### src/rtl/wb_port_arbiter.sv
// Register-file write-port arbiter: in-order WB stage versus a queued auxiliary unit.
// Optional retire trace registers are built only when WB_ARB_TRACE_EN is defined.
module wb_port_arbiter #(
  parameter int AUX_DEPTH  = 2,
  parameter int STARVE_MAX = 4
) (
  input  logic        clk,
  input  logic        rst,
  input  logic        wb_valid,
  input  logic        wb_we,
  input  logic [4:0]  wb_waddr,
  input  logic [31:0] wb_wdata,
  input  logic [31:0] wb_pc,
  output logic        wb_stall,
  input  logic        aux_valid,
  output logic        aux_ready,
  input  logic [4:0]  aux_waddr,
  input  logic [31:0] aux_wdata,
  input  logic [31:0] aux_pc,
  output logic        rf_wen,
  output logic [4:0]  rf_waddr,
  output logic [31:0] rf_wdata,
  output logic [31:0] busy_mask,
  output logic        trace_valid,
  output logic [31:0] trace_pc,
  output logic [3:0]  trace_wen,
  output logic [4:0]  trace_wnum,
  output logic [31:0] trace_wdata
);
  localparam int PW = (AUX_DEPTH > 1) ? $clog2(AUX_DEPTH) : 1;
  localparam int CW = $clog2(STARVE_MAX + 1);

  typedef struct packed {
    logic [4:0]  waddr;
    logic [31:0] wdata;
    logic [31:0] pc;
  } aux_ent_t;

  aux_ent_t               fifo_q [AUX_DEPTH];
  logic [AUX_DEPTH-1:0]   slot_vld;
  logic [PW-1:0]          wr_ptr, rd_ptr;
  logic [CW-1:0]          starve_cnt;
  aux_ent_t               head;
  logic                   fifo_empty, fifo_full;
  logic                   wb_req, grant_wb, grant_aux, push;

  // One valid bit per slot: occupancy is in-order, so all-set is full and none-set is empty.
  assign fifo_empty = ~|slot_vld;
  assign fifo_full  = &slot_vld;
  assign head       = fifo_q[rd_ptr];

  assign wb_req    = wb_valid & wb_we & (wb_waddr != 5'd0);
  assign aux_ready = ~rst & ~fifo_full;
  assign push      = aux_valid & aux_ready & (aux_waddr != 5'd0);

  always_comb begin
    grant_wb  = 1'b0;
    grant_aux = 1'b0;
    wb_stall  = 1'b0;
    if (!rst) begin
      if (fifo_empty)                         grant_wb  = wb_req;
      else if (!wb_req)                       grant_aux = 1'b1;
      else if (starve_cnt < CW'(STARVE_MAX))  grant_wb  = 1'b1;
      else begin
        grant_aux = 1'b1;
        wb_stall  = 1'b1;
      end
    end
  end

  assign rf_wen   = grant_wb | grant_aux;
  assign rf_waddr = grant_aux ? head.waddr : wb_waddr;
  assign rf_wdata = grant_aux ? head.wdata : wb_wdata;

  always_comb begin
    busy_mask = '0;
    if (!rst) begin
      for (int i = 0; i < AUX_DEPTH; i++)
        if (slot_vld[i]) busy_mask[fifo_q[i].waddr] = 1'b1;
    end
  end

  // Push and pop never hit the same slot: that would need the FIFO both empty and full.
  always_ff @(posedge clk) begin
    if (rst) begin
      slot_vld   <= '0;
      wr_ptr     <= '0;
      rd_ptr     <= '0;
      starve_cnt <= '0;
    end else begin
      if (push) begin
        slot_vld[wr_ptr] <= 1'b1;
        wr_ptr           <= wr_ptr + 1'b1;
      end
      if (grant_aux) begin
        slot_vld[rd_ptr] <= 1'b0;
        rd_ptr           <= rd_ptr + 1'b1;
      end
      if (grant_aux || fifo_empty) starve_cnt <= '0;
      else if (grant_wb)           starve_cnt <= starve_cnt + 1'b1;
    end
  end

  always_ff @(posedge clk) begin
    if (push) fifo_q[wr_ptr] <= '{waddr: aux_waddr, wdata: aux_wdata, pc: aux_pc};
  end

`ifdef WB_ARB_TRACE_EN
  always_ff @(posedge clk) begin
    if (rst) begin
      trace_valid <= 1'b0;
      trace_pc    <= '0;
      trace_wen   <= '0;
      trace_wnum  <= '0;
      trace_wdata <= '0;
    end else begin
      trace_valid <= rf_wen | (wb_valid & ~wb_stall);
      trace_pc    <= grant_aux ? head.pc : wb_pc;
      trace_wen   <= {4{rf_wen}};
      trace_wnum  <= rf_waddr;
      trace_wdata <= rf_wdata;
    end
  end
`else
  logic trace_unused;
  assign trace_unused = ^{head.pc, wb_pc};
  assign trace_valid  = 1'b0;
  assign trace_pc     = '0;
  assign trace_wen    = '0;
  assign trace_wnum   = '0;
  assign trace_wdata  = '0;
`endif

endmodule

### config.mk
export PLATFORM = sky130hd
export DESIGN_NAME = wb_port_arbiter
export DESIGN_NICKNAME = d
export VERILOG_FILES = /design/src/rtl/wb_port_arbiter.sv
export SDC_FILE = /design/constraint.sdc
export NUM_CORES = 1
export LEC_CHECK = 0
export CORE_MARGIN = 3
export CORE_UTILIZATION = 37
export DETAILED_ROUTE_END_ITERATION = 12
export GPL_TIMING_DRIVEN = 0
export PLACE_DENSITY = 0.83
export SLEW_MARGIN = 15
export SYNTH_ARGS = -nofsm -noshare
export SYNTH_HDL_FRONTEND = slang
export SYNTH_SLANG_ARGS = --single-unit
export TNS_END_PERCENT = 10
### constraint.sdc
create_clock -name clk -period 3.5 [get_ports clk]
set_clock_uncertainty 0.05 [all_clocks]
set_input_delay 0.875 -clock clk [delete_from_list [all_inputs] [get_ports clk]]
set_output_delay 0.875 -clock clk [all_outputs]
set_load 0.005 [all_outputs]
==> results.md, run 1 <==
* Worst hold path type: reg2reg
* Final worst slack at 0.0414 ns
* CP Launch Type: input pin
* Final ANT Viol Nets at 0
* Critical path peak fanout at 10
* Die ar. at 13700 um^2
* Sequential share of the synthesized area at 52.1%
* Global Route Usage Sum at 18.9%
* Final Critical Period at 3.46 ns
* Final wirelength at 13.2 mm
* EDFF count, synth at 74
* I/O pin count at 289
* Site Rows at 39
* Chip height at 117 um
* Fin util at 59.2%
* Worst path max stage delay at 0.52 ns
* Detailed-route via count at 3910
* Hold path start: starve_cnt[0]
* Root Driver: clkbuf_16
* CTS tree: built
* Outcome: finished clean
* Post-synth ARST share at 0%
* Hold Path Depth at 1
* DR DRC count at 0
* Pwr Total at 2.58 mW
* Via/cell ratio at 4.65
* Reg2reg start: slot_vld[0]
* DR pass1 iterations at 4
* Largest net degree at the start of global routing at 23
* Rel. slew slack at 52.3%
* PwrDens at 371 nW/um^2
* CTS sink cnt at 82
* Crit path buf inv count at 4
* Grt total ovfl at 0
* Clock slew seen by the registers of the worst setup and hold paths at 0.06 ns
* Longest Clk Path Bufs at 2
* Yosys reg bits at 82
* Worst-Skew Late Latency at 0.33 ns
* Detailed-route wire length per cell at 15.7 um
* Inserted Clock Buffers at 9
* Fmax at 289 MHz
* Arr. time, crit path at 2.53 ns
* Hpwl dp at 10.2 mm
* Setup Crit Path Kind: in2out
* Final hold vios at 0
* WHS at 0.380 ns
* Share of layout cells above drive strength 1 at 23.6%
* Drt first-iter violations at 350
* Critical path's top delay family: buffers and inverters
* Crit end category: primary output
* Cells after Synth at 426
* First-pass GRT wire length at 19.5 mm
* Synth-to-layout area growth at 52.3%
* H-tree depth at 3
* Pre-CTS setup slack at -0.788 ns
* Vias in the first global route at 3863
* Maximum VDD drop at 0.280 mV
* Syn Std Cell Area at 4580 um^2
* GPL Wtd Cong at 0.786
* Final worst path period share at 98.8%
* Mean Syn Cell Area at 10.7 um^2
* Core box area at 11800 um^2
* Fillers at 968
* CP startpoint: wb_waddr[1]
* IO buf count at 150
* Worst Path Required at 2.57 ns
* RSZ-0062 raised after global routing: yes
* R2R depth at 4
* CP max-delay cell: or4_4
* Initial Util at 38.9%
* Yosys cell types at 32
* Number of synthesis warnings at 0
* Synth Flop Type: edfxtp_1
* Leakage Power at 2.76 nW
* Worst-Margin Slew at 0.715 ns
* Initial antenna violation count at 1
* Crit-path cells: dlygate4sd2_1 -> or4_4 -> o21a_4 -> nor2_4 -> buf_6 -> buf_8 -> a21oi_1 -> clkdlybuf4s15_2
* Final #Nets at 814
* Critical path depth in cells at 8
* Max Cap Violations at 0
* Slew Viols, Final at 0
* Final setup vio count at 0
* Die Span X at 117 um
## Yosys cell counts (all sizes together) (3+ instances only)
master	n	area, um^2
clkbuf	18	67.6
buf	85	622
dfxtp	8	160
a21oi	78	390
edfxtp	74	2220
nand2	8	30.0
a22oi	32	240
nor3b	8	60.1
nor2	46	173
and3	4	25.0
nor2b	3	18.8
and3b	5	43.8
mux2i	37	370
## kinds of logic after synthesis
family | count (synthesis) | share of synthesized area (%)
muxes | 37 | 8.09
and+or+nand+nor | 84 | 9.22
adders and majority gates | 1 | 0.273
AOI/OAI and AO/OA | 116 | 14.9
xor gates and xnor gates | 1 | 0.191
buffers and inverters | 104 | 15.1
other | 1 | 0.0820
DFF | 82 | 52.1
## layout make-up
cell class / count / area (um^2) / share of cell area [%]
plain buffers: 102 / 731 / 10.5
clock inverters: 6 / 66.3 / 0.952
diodes: 1 / 2.50 / 0.0359
flip-flops and latches: 82 / 2380 / 34.2
multi-input cells: 313 / 1830 / 26.3
well taps: 164 / 205 / 2.95
clock buffers: 10 / 229 / 3.29
repair buffers: 161 / 1520 / 21.8
inverters: 1 / 3.75 / 0.0539
## stage by stage
step                area [um^2]  TNS (ns)  std cells
CTS                        7050    -0.132        839
finish                     6970         0        840
floorplan                  4850         0        499
global route               6970    -0.185        840
detailed placement         6630    -33.84        815
global placement           6560   -134.51        813
## cell usage in the layout (no fill, tap or decap), types with 4 or more instances in the layout
master / instances
clkbuf_1: 15
dlygate4sd2_1: 7
conb_1: 74
and3_1: 4
buf_2: 12
clkdlybuf4s50_1: 107
nor2_1: 41
and3b_1: 5
a22oi_1: 32
nor3b_1: 6
clkbuf_16: 9
clkbuf_2: 21
mux2i_1: 37
clkdlybuf4s15_1: 5
edfxtp_1: 74
a21oi_1: 75
nand2_1: 8
buf_6: 5
buf_4: 81
dfxtp_1: 8
## final timing paths
path,to,slack [ns]
worst max-delay path,rf_wdata[30],0.04
worst min-delay path,starve_cnt[0],0.38
worst max register to register,fifo_q[0][44],1.31
worst min register to register,starve_cnt[0],0.38
## metal layers
metal  vias up  global-route usage, %  routed length, um
met5         -                      0                  0
li1       1895                      -                  -
met1      1775                   20.2               4860
met3        27                   4.27               1250
met4         0                   8.79                363
met2       213                   34.9               6740
## what timing repair did
item / CTS / global route
endpoints found under the hold margin: 0 / 0
setup endpoints to repair: 69 / 45
cloned: 1 / 0
hold buffers: 0 / 0
gates resized for setup: 125 / 26
setup buffers: 8 / 0
pin swaps: 2 / 1
## sequential cells by signal, summed over array words and instances, names as in the netlist, named ones only
name,count
wr_ptr,1
rd_ptr,1
slot_vld,2
starve_cnt,3
fifo_q,74
## power breakdown
| group | internal (mW) | switching [mW] |
|---|---|---|
| combinational | 0.282 | 0.252 |
| clock | 0.553 | 0.369 |
| sequential | 1.11 | 0.0155 |
Note: power is estimated with default switching activity, not from simulation.
==> run 2, diff against run 1 <==
--- a/config.mk
+++ b/config.mk
@@ -9,8 +9,7 @@
 export CORE_UTILIZATION = 37
 export DETAILED_ROUTE_END_ITERATION = 12
 export GPL_TIMING_DRIVEN = 0
-export PLACE_DENSITY = 0.83
-export SLEW_MARGIN = 15
+export PLACE_DENSITY = 0.81
 export SYNTH_ARGS = -nofsm -noshare
 export SYNTH_HDL_FRONTEND = slang
 export SYNTH_SLANG_ARGS = --single-unit
==> results.md, run 2 (same netlist as run 1, synthesis figures left out) <==
* Slew Viols, Final at 0 (unchanged)
* Root Driver: clkbuf_16
* Die ar. at 13700 um^2 (unchanged)
* Final Critical Period at 3.46 ns (-0.00208 ns)
* Site Rows at 39 (unchanged)
* Final hold vios at 0 (unchanged)
* Fmax at 289 MHz (about the same)
* First-pass GRT wire length at 19.4 mm (-0.53%)
* Final setup vio count at 0 (unchanged)
* CTS sink cnt at 82 (unchanged)
* Final #Nets at 824 (+1.2%)
* Core box area at 11800 um^2 (unchanged)
* Maximum VDD drop at 0.266 mV (-4.9%)
* Via/cell ratio at 4.70 (+0.96%)
* CP Launch Type: input pin
* Most frequent cells in the layout: clkdlybuf4s50_1 (107), buf_4 (81), conb_1 (74), edfxtp_1 (74), a21oi_1 (72)
* Longest Clk Path Bufs at 2 (unchanged)
* H-tree depth at 3 (unchanged)
* Hpwl dp at 10.1 mm (-0.64%)
* Final worst path period share at 98.8% (about the same)
* Vias in the first global route at 3911 (+1.2%)
* Critical path peak fanout at 7 (-3)
* IO buf count at 150 (unchanged)
* Inserted Clock Buffers at 9 (unchanged)
* Final wirelength at 13.3 mm (+0.72%)
* I/O pin count at 289 (unchanged)
* GPL Wtd Cong at 0.836 (+6.3%)
* Register with the most flip-flops: fifo_q
* Worst Path Required at 2.57 ns (about the same)
* Grt total ovfl at 0 (unchanged)
* Detailed-route wire length per cell at 15.7 um (-0.35%)
* Detailed-route via count at 3990 (+2.0%)
* PwrDens at 371 nW/um^2 (about the same)
* Max Cap Violations at 0 (unchanged)
* Initial Util at 38.9% (unchanged)
* Antenna diodes at 0 (-1)
* Drt first-iter violations at 266 (-24%)
* RSZ-0062 raised after global routing: yes
* Largest net degree at the start of global routing at 32 (+39%)
* DR pass1 iterations at 6 (+2)
* Synth-to-layout area growth at 54.4%
* Chip height at 117 um (unchanged)
* Share of layout cells above drive strength 1 at 26.3% (+2.7 points)
* Die Span X at 117 um (unchanged)
* Rel. slew slack at 50.8% (-1.5 points)
* Worst hold path type: reg2reg
* DR DRC count at 0 (unchanged)
* Pre-CTS setup slack at -0.767 ns (+0.0208 ns)
* Setup Crit Path Kind: in2out
* Clock slew seen by the registers of the worst setup and hold paths at 0.06 ns (about the same)
* Most common cell after layout, fill and taps aside: clkdlybuf4s50_1
* Worst-Margin Slew at 0.738 ns (+0.0228 ns)
* Largest registers: fifo_q (74), starve_cnt (3), slot_vld (2)
* Crit end category: primary output
* Setup TNS at 0 ns (unchanged)
* Final ANT Viol Nets at 0 (unchanged)
* Max reg flops at 74 (unchanged)
* Outcome: finished clean
* CTS tree: built
* Worst-Skew Late Latency at 0.33 ns (about the same)
* Global Route Usage Sum at 18.3% (-0.56 points)
* Arr. time, crit path at 2.53 ns (about the same)
* Initial antenna violation count at 0 (-1)
* Final worst slack at 0.0435 ns (+0.00208 ns)
* Leakage Power at 2.83 nW (+2.6%)
==> run 2: changes by cell type in the layout (fill, tap and decap cells not counted), moves of 3 or more <==
cell,before,now
a21oi_1,75,72
buf_2,12,30
buf_6,5,13
clkbuf_2,21,13
clkdlybuf4s15_1,5,2
dlygate4sd2_1,7,1
==> run 2: repair_timing <==
action                                  CTS  global route
cloned                                    4             1
endpoints found under the setup margin   69            46
resized for setup                       169            25
pin swaps                                 4             4
buffers inserted                         13             1
hold buffers                              0             0
==> run 2: layer usage <==
| layer | share of wire, % | up-vias | wire length, um | global-route usage [%] |
|---|---|---|---|---|
| met2 | 52 | 250 | 6940 | 34.1 |
| met1 | 36 | 1805 | 4740 | 19.6 |
| li1 | - | 1914 | - | - |
| met5 | 0 | - | 0 | 0 |
| met3 | 10 | 21 | 1370 | 5.04 |
| met4 | 1.9 | 0 | 249 | 6.65 |
==> run 2: final timing paths <==
path | startpoint | end | slack (ns) | cells after the start
hold reg to reg | starve_cnt[0] | starve_cnt[0] | 0.38 | 1
setup reg to reg | slot_vld[0] | fifo_q[0][40] | 1.67 | 4
hold / removal | starve_cnt[0] | starve_cnt[0] | 0.38 | 1
setup / recovery | wb_waddr[1] | rf_wdata[26] | 0.04 | 9
==> run 2: cell type report <==
type,instances,area [um^2]
Tap cell,164,205
Inverter,1,3.75
Clock inverter,6,65.1
Fill cell,955,4690
Clock buffer,10,229
Multi-Input combinational cell,313,1840
Sequential cell,82,2380
Timing Repair Buffer,171,1610
Buffer,102,734
==> run 2: per-stage QoR <==
step	cell area [um^2]	utilization (%)	hold WS [ns]	cells	power [mW]
2_1_floorplan	4850	-	0.348	499	1.41
3_3_place_gp	6560	55.8	0.358	813	1.66
3_5_place_dp	6610	56.2	0.373	815	1.68
4_1_cts	7060	60.0	0.383	848	2.62
5_1_grt	7070	60.1	0.415	849	2.73
6_report	7070	60.1	0.381	849	2.62
==> run 2: worst max-delay path, cell delays in order <==
cell and delay, ns:
dlygate4sd2_1 0.25, or4_4 0.43, buf_4 0.16, o21ai_4 0.14, buf_12 0.16, buf_8 0.11, a21oi_1 0.06, a21oi_1 0.12
clkdlybuf4s15_1 0.22
==> run 2: where the power goes <==
part | internal (mW) | switching (mW)
combinational | 0.301 | 0.261
sequential | 1.11 | 0.0162
clock | 0.555 | 0.375
==> run 3, diff against run 2 <==
--- a/config.mk
+++ b/config.mk
@@ -6,10 +6,11 @@
 export NUM_CORES = 1
 export LEC_CHECK = 0
 export CORE_MARGIN = 3
-export CORE_UTILIZATION = 37
+export CORE_UTILIZATION = 34
 export DETAILED_ROUTE_END_ITERATION = 12
+export GPL_ROUTABILITY_DRIVEN = 1
 export GPL_TIMING_DRIVEN = 0
-export PLACE_DENSITY = 0.81
+export PLACE_DENSITY = 0.78
 export SYNTH_ARGS = -nofsm -noshare
 export SYNTH_HDL_FRONTEND = slang
 export SYNTH_SLANG_ARGS = --single-unit
==> constraint.sdc (replaced) <==
create_clock -name clk -period 3.1 [get_ports clk]
set_clock_uncertainty 0.05 [all_clocks]
set_input_delay 0.775 -clock clk [delete_from_list [all_inputs] [get_ports clk]]
set_output_delay 0.775 -clock clk [all_outputs]
set_load 0.005 [all_outputs]
==> results.md, run 3 (same netlist as run 1, synthesis figures left out) <==
* Worst-Margin Slew at 0.739 ns (+0.00116 ns)
* DR DRC count at 0 (unchanged)
* IO buf count at 150 (unchanged)
* Worst path max stage delay at 0.55 ns (+0.12 ns)
* Crit end category: primary output
* Worst-Skew Late Latency at 0.33 ns (about the same)
* Largest registers: fifo_q (74), starve_cnt (3), slot_vld (2)
* Crit-path cells: buf_2 -> or4_4 -> o21a_1 -> nor2_2 -> buf_6 -> buf_6 -> buf_8 -> a21oi_2 -> buf_2
* Fillers at 1134 (+19%)
* Gate power share at 21.3% (-0.2 points)
* CTS tree: built
* Setup Crit Path Kind: in2out
* Detailed-route via count at 4035 (+1.1%)
* GPL Wtd Cong at 0.858 (+2.7%)
* Via/cell ratio at 4.71 (+0.30%)
* Largest net degree at the start of global routing at 33 (+3.1%)
* DR pass1 iterations at 5 (-1)
* Longest Clk Path Bufs at 2 (unchanged)
* Hold path start: starve_cnt[0]
* Slew Viols, Final at 0 (unchanged)
* Critical path's top delay family: simple AND/OR/NAND/NOR gates
* Final setup vio count at 22 (+22)
* Inserted Clock Buffers at 9 (unchanged)
* Register with the most flip-flops: fifo_q
* Final hold vios at 0 (unchanged)
* Pre-CTS setup slack at -0.990 ns (-0.223 ns)
* Root Driver: clkbuf_16
* I/O pin count at 289 (unchanged)
* CP startpoint: wb_waddr[2]
* Drt first-iter violations at 328 (+23%)
* Final worst path period share at 103%
* Vias in the first global route at 3981 (+1.8%)
* Failing checks: negative setup slack
* Fin util at 55.0% (-5.1 points)
* Reg2reg start: slot_vld[0]
* Outcome: finished with violations
* Share of layout cells above drive strength 1 at 30.2% (+4.0 points)
* Hpwl dp at 10.3 mm (+2.1%)
* CTS sink cnt at 82 (unchanged)
* Final worst slack at -0.0896 ns (-0.133 ns)
* Max reg flops at 74 (unchanged)
* CP max-delay cell: or4_4
* Synth-to-layout area growth at 54.8%
* Leakage Power at 2.79 nW (-1.5%)
* Arr. time, crit path at 2.36 ns (-0.17 ns)
* Die ar. at 14900 um^2 (+8.4%)
* Initial antenna violation count at 3 (+3)
* First-pass GRT wire length at 20.2 mm (+3.8%)
* Worst Path Required at 2.27 ns (-0.30 ns)
* Die Span X at 122 um (+4.1%)
* Fmax at 314 MHz
* Rel. slew slack at 50.7% (-0.077 points)
* Initial Util at 35.5% (-3.4 points)
* Clock slew seen by the registers of the worst setup and hold paths at 0.06 ns (about the same)
* WHS at 0.390 ns (+0.00962 ns)
* Power share of the clock group at 35.4% (about the same)
* Final Critical Period at 3.19 ns
* CP Launch Type: input pin
* Seq pwr share at 43.4% (+0.4 points)
* Worst hold path type: reg2reg
* Maximum VDD drop at 0.439 mV (+65%)
* Core box area at 12900 um^2 (+9.5%)
* Most frequent cells in the layout: clkdlybuf4s50_1 (106), buf_4 (85), conb_1 (74), edfxtp_1 (74), a21oi_1 (56)
* Placed cell area at 6620 um^2 (+0.15%)
* Detailed-route wire length per cell at 15.9 um (+1.4%)
* RSZ-0062 raised after global routing: yes
* Grt total ovfl at 0 (unchanged)
* Crit path buf inv count at 5 (unchanged)
* Final wirelength at 13.6 mm (+2.3%)
* H-tree depth at 3 (unchanged)
* Final Cell Area at 7080 um^2 (+0.23%)
* Max Cap Violations at 0 (unchanged)
* Int Power at 2.20 mW (+12%)
* Global Route Usage Sum at 17.5% (-0.77 points)
* Critical path peak fanout at 6 (-1)
* PwrDens at 414 nW/um^2 (+12%)
* Psw at 0.734 mW (+12%)
* Chip height at 122 um (+4.1%)
* Sw Share at 25.0% (+0.096 points)
* # hold bufs at CTS at 0 (unchanged)
* Most common cell after layout, fill and taps aside: clkdlybuf4s50_1
* Site Rows at 41 (+5.1%)
* Final #Nets at 820 (-0.49%)
* Final ANT Viol Nets at 0 (unchanged)
-- run 3: changes by cell type in the layout (fill, tap and decap cells not counted), moves of 3 or more --
cell / previous run / this run
clkbuf_1: 15 / 12
diode_2: 0 / 3
a21oi_1: 72 / 56
buf_4: 81 / 85
buf_6: 13 / 9
nor2_1: 42 / 34
a21oi_2: 5 / 22
nor2_2: 1 / 9
nor3b_1: 6 / 3
clkbuf_2: 13 / 6
buf_2: 30 / 39
-- run 3: area by class of cell --
type	count	area, um^2	share of cell area, %
multi-input cells	313	1940	27.4
inverters	1	3.75	0.0530
plain buffers	100	719	10.2
clock inverters	7	67.6	0.954
diodes	3	7.51	0.106
flip-flops and latches	82	2380	33.6
clock buffers	9	225	3.18
repair buffers	169	1520	21.5
well taps	172	215	3.04
-- run 3: final timing paths --
kind / endpoint / slack [ns] / depth (start not counted)
worst max-delay path: rf_wdata[25] / -0.09 / 9
worst min-delay path: starve_cnt[0] / 0.39 / 1
worst max register to register: fifo_q[1][56] / 1.26 / 4
worst min register to register: starve_cnt[0] / 0.39 / 1
-- run 3: worst register-to-register path: stages, from the launching register on --
cell and delay [ns]:
dfxtp_1 0.38, a21oi_1 0.26, o211ai_1 0.27, nor2_4 0.30, buf_12 0.25
-- run 3: through the flow --
stage                     setup TNS [ns]  power [mW]  cells
after detailed placement          -48.53        1.90    823
after global routing               -3.93        3.06    854
final                              -1.14        2.93    856
after global placement           -162.97        1.88    821
after floorplan                    -9.66        1.60    499
after CTS                          -1.05        2.92    851
-- run 3: routing by layer --
layer	part of all wire, %	GRT usage, %	vias to the layer above
li1	-	-	1912
met1	35	18.2	1835
met2	50	31.8	258
met3	12	6.73	28
met4	2.9	6.65	2
met5	0.13	0	-
-- run 3: timing repair --
item,in CTS,in global routing
pin swaps,8,8
gates resized for setup,206,30
buffers inserted,15,2
setup endpoints to repair,71,65
gates cloned,1,0
-- run 3: power groups by stage --
stage          Combinational (mW)  Sequential (mW)  Clock, mW
5_1_grt                     0.677             1.28       1.10
3_3_place_gp                0.584             1.29          0
4_1_cts                     0.602             1.27       1.05
2_1_floorplan               0.305             1.29          0
6_report                    0.624             1.27       1.04
3_5_place_dp                0.606             1.29          0
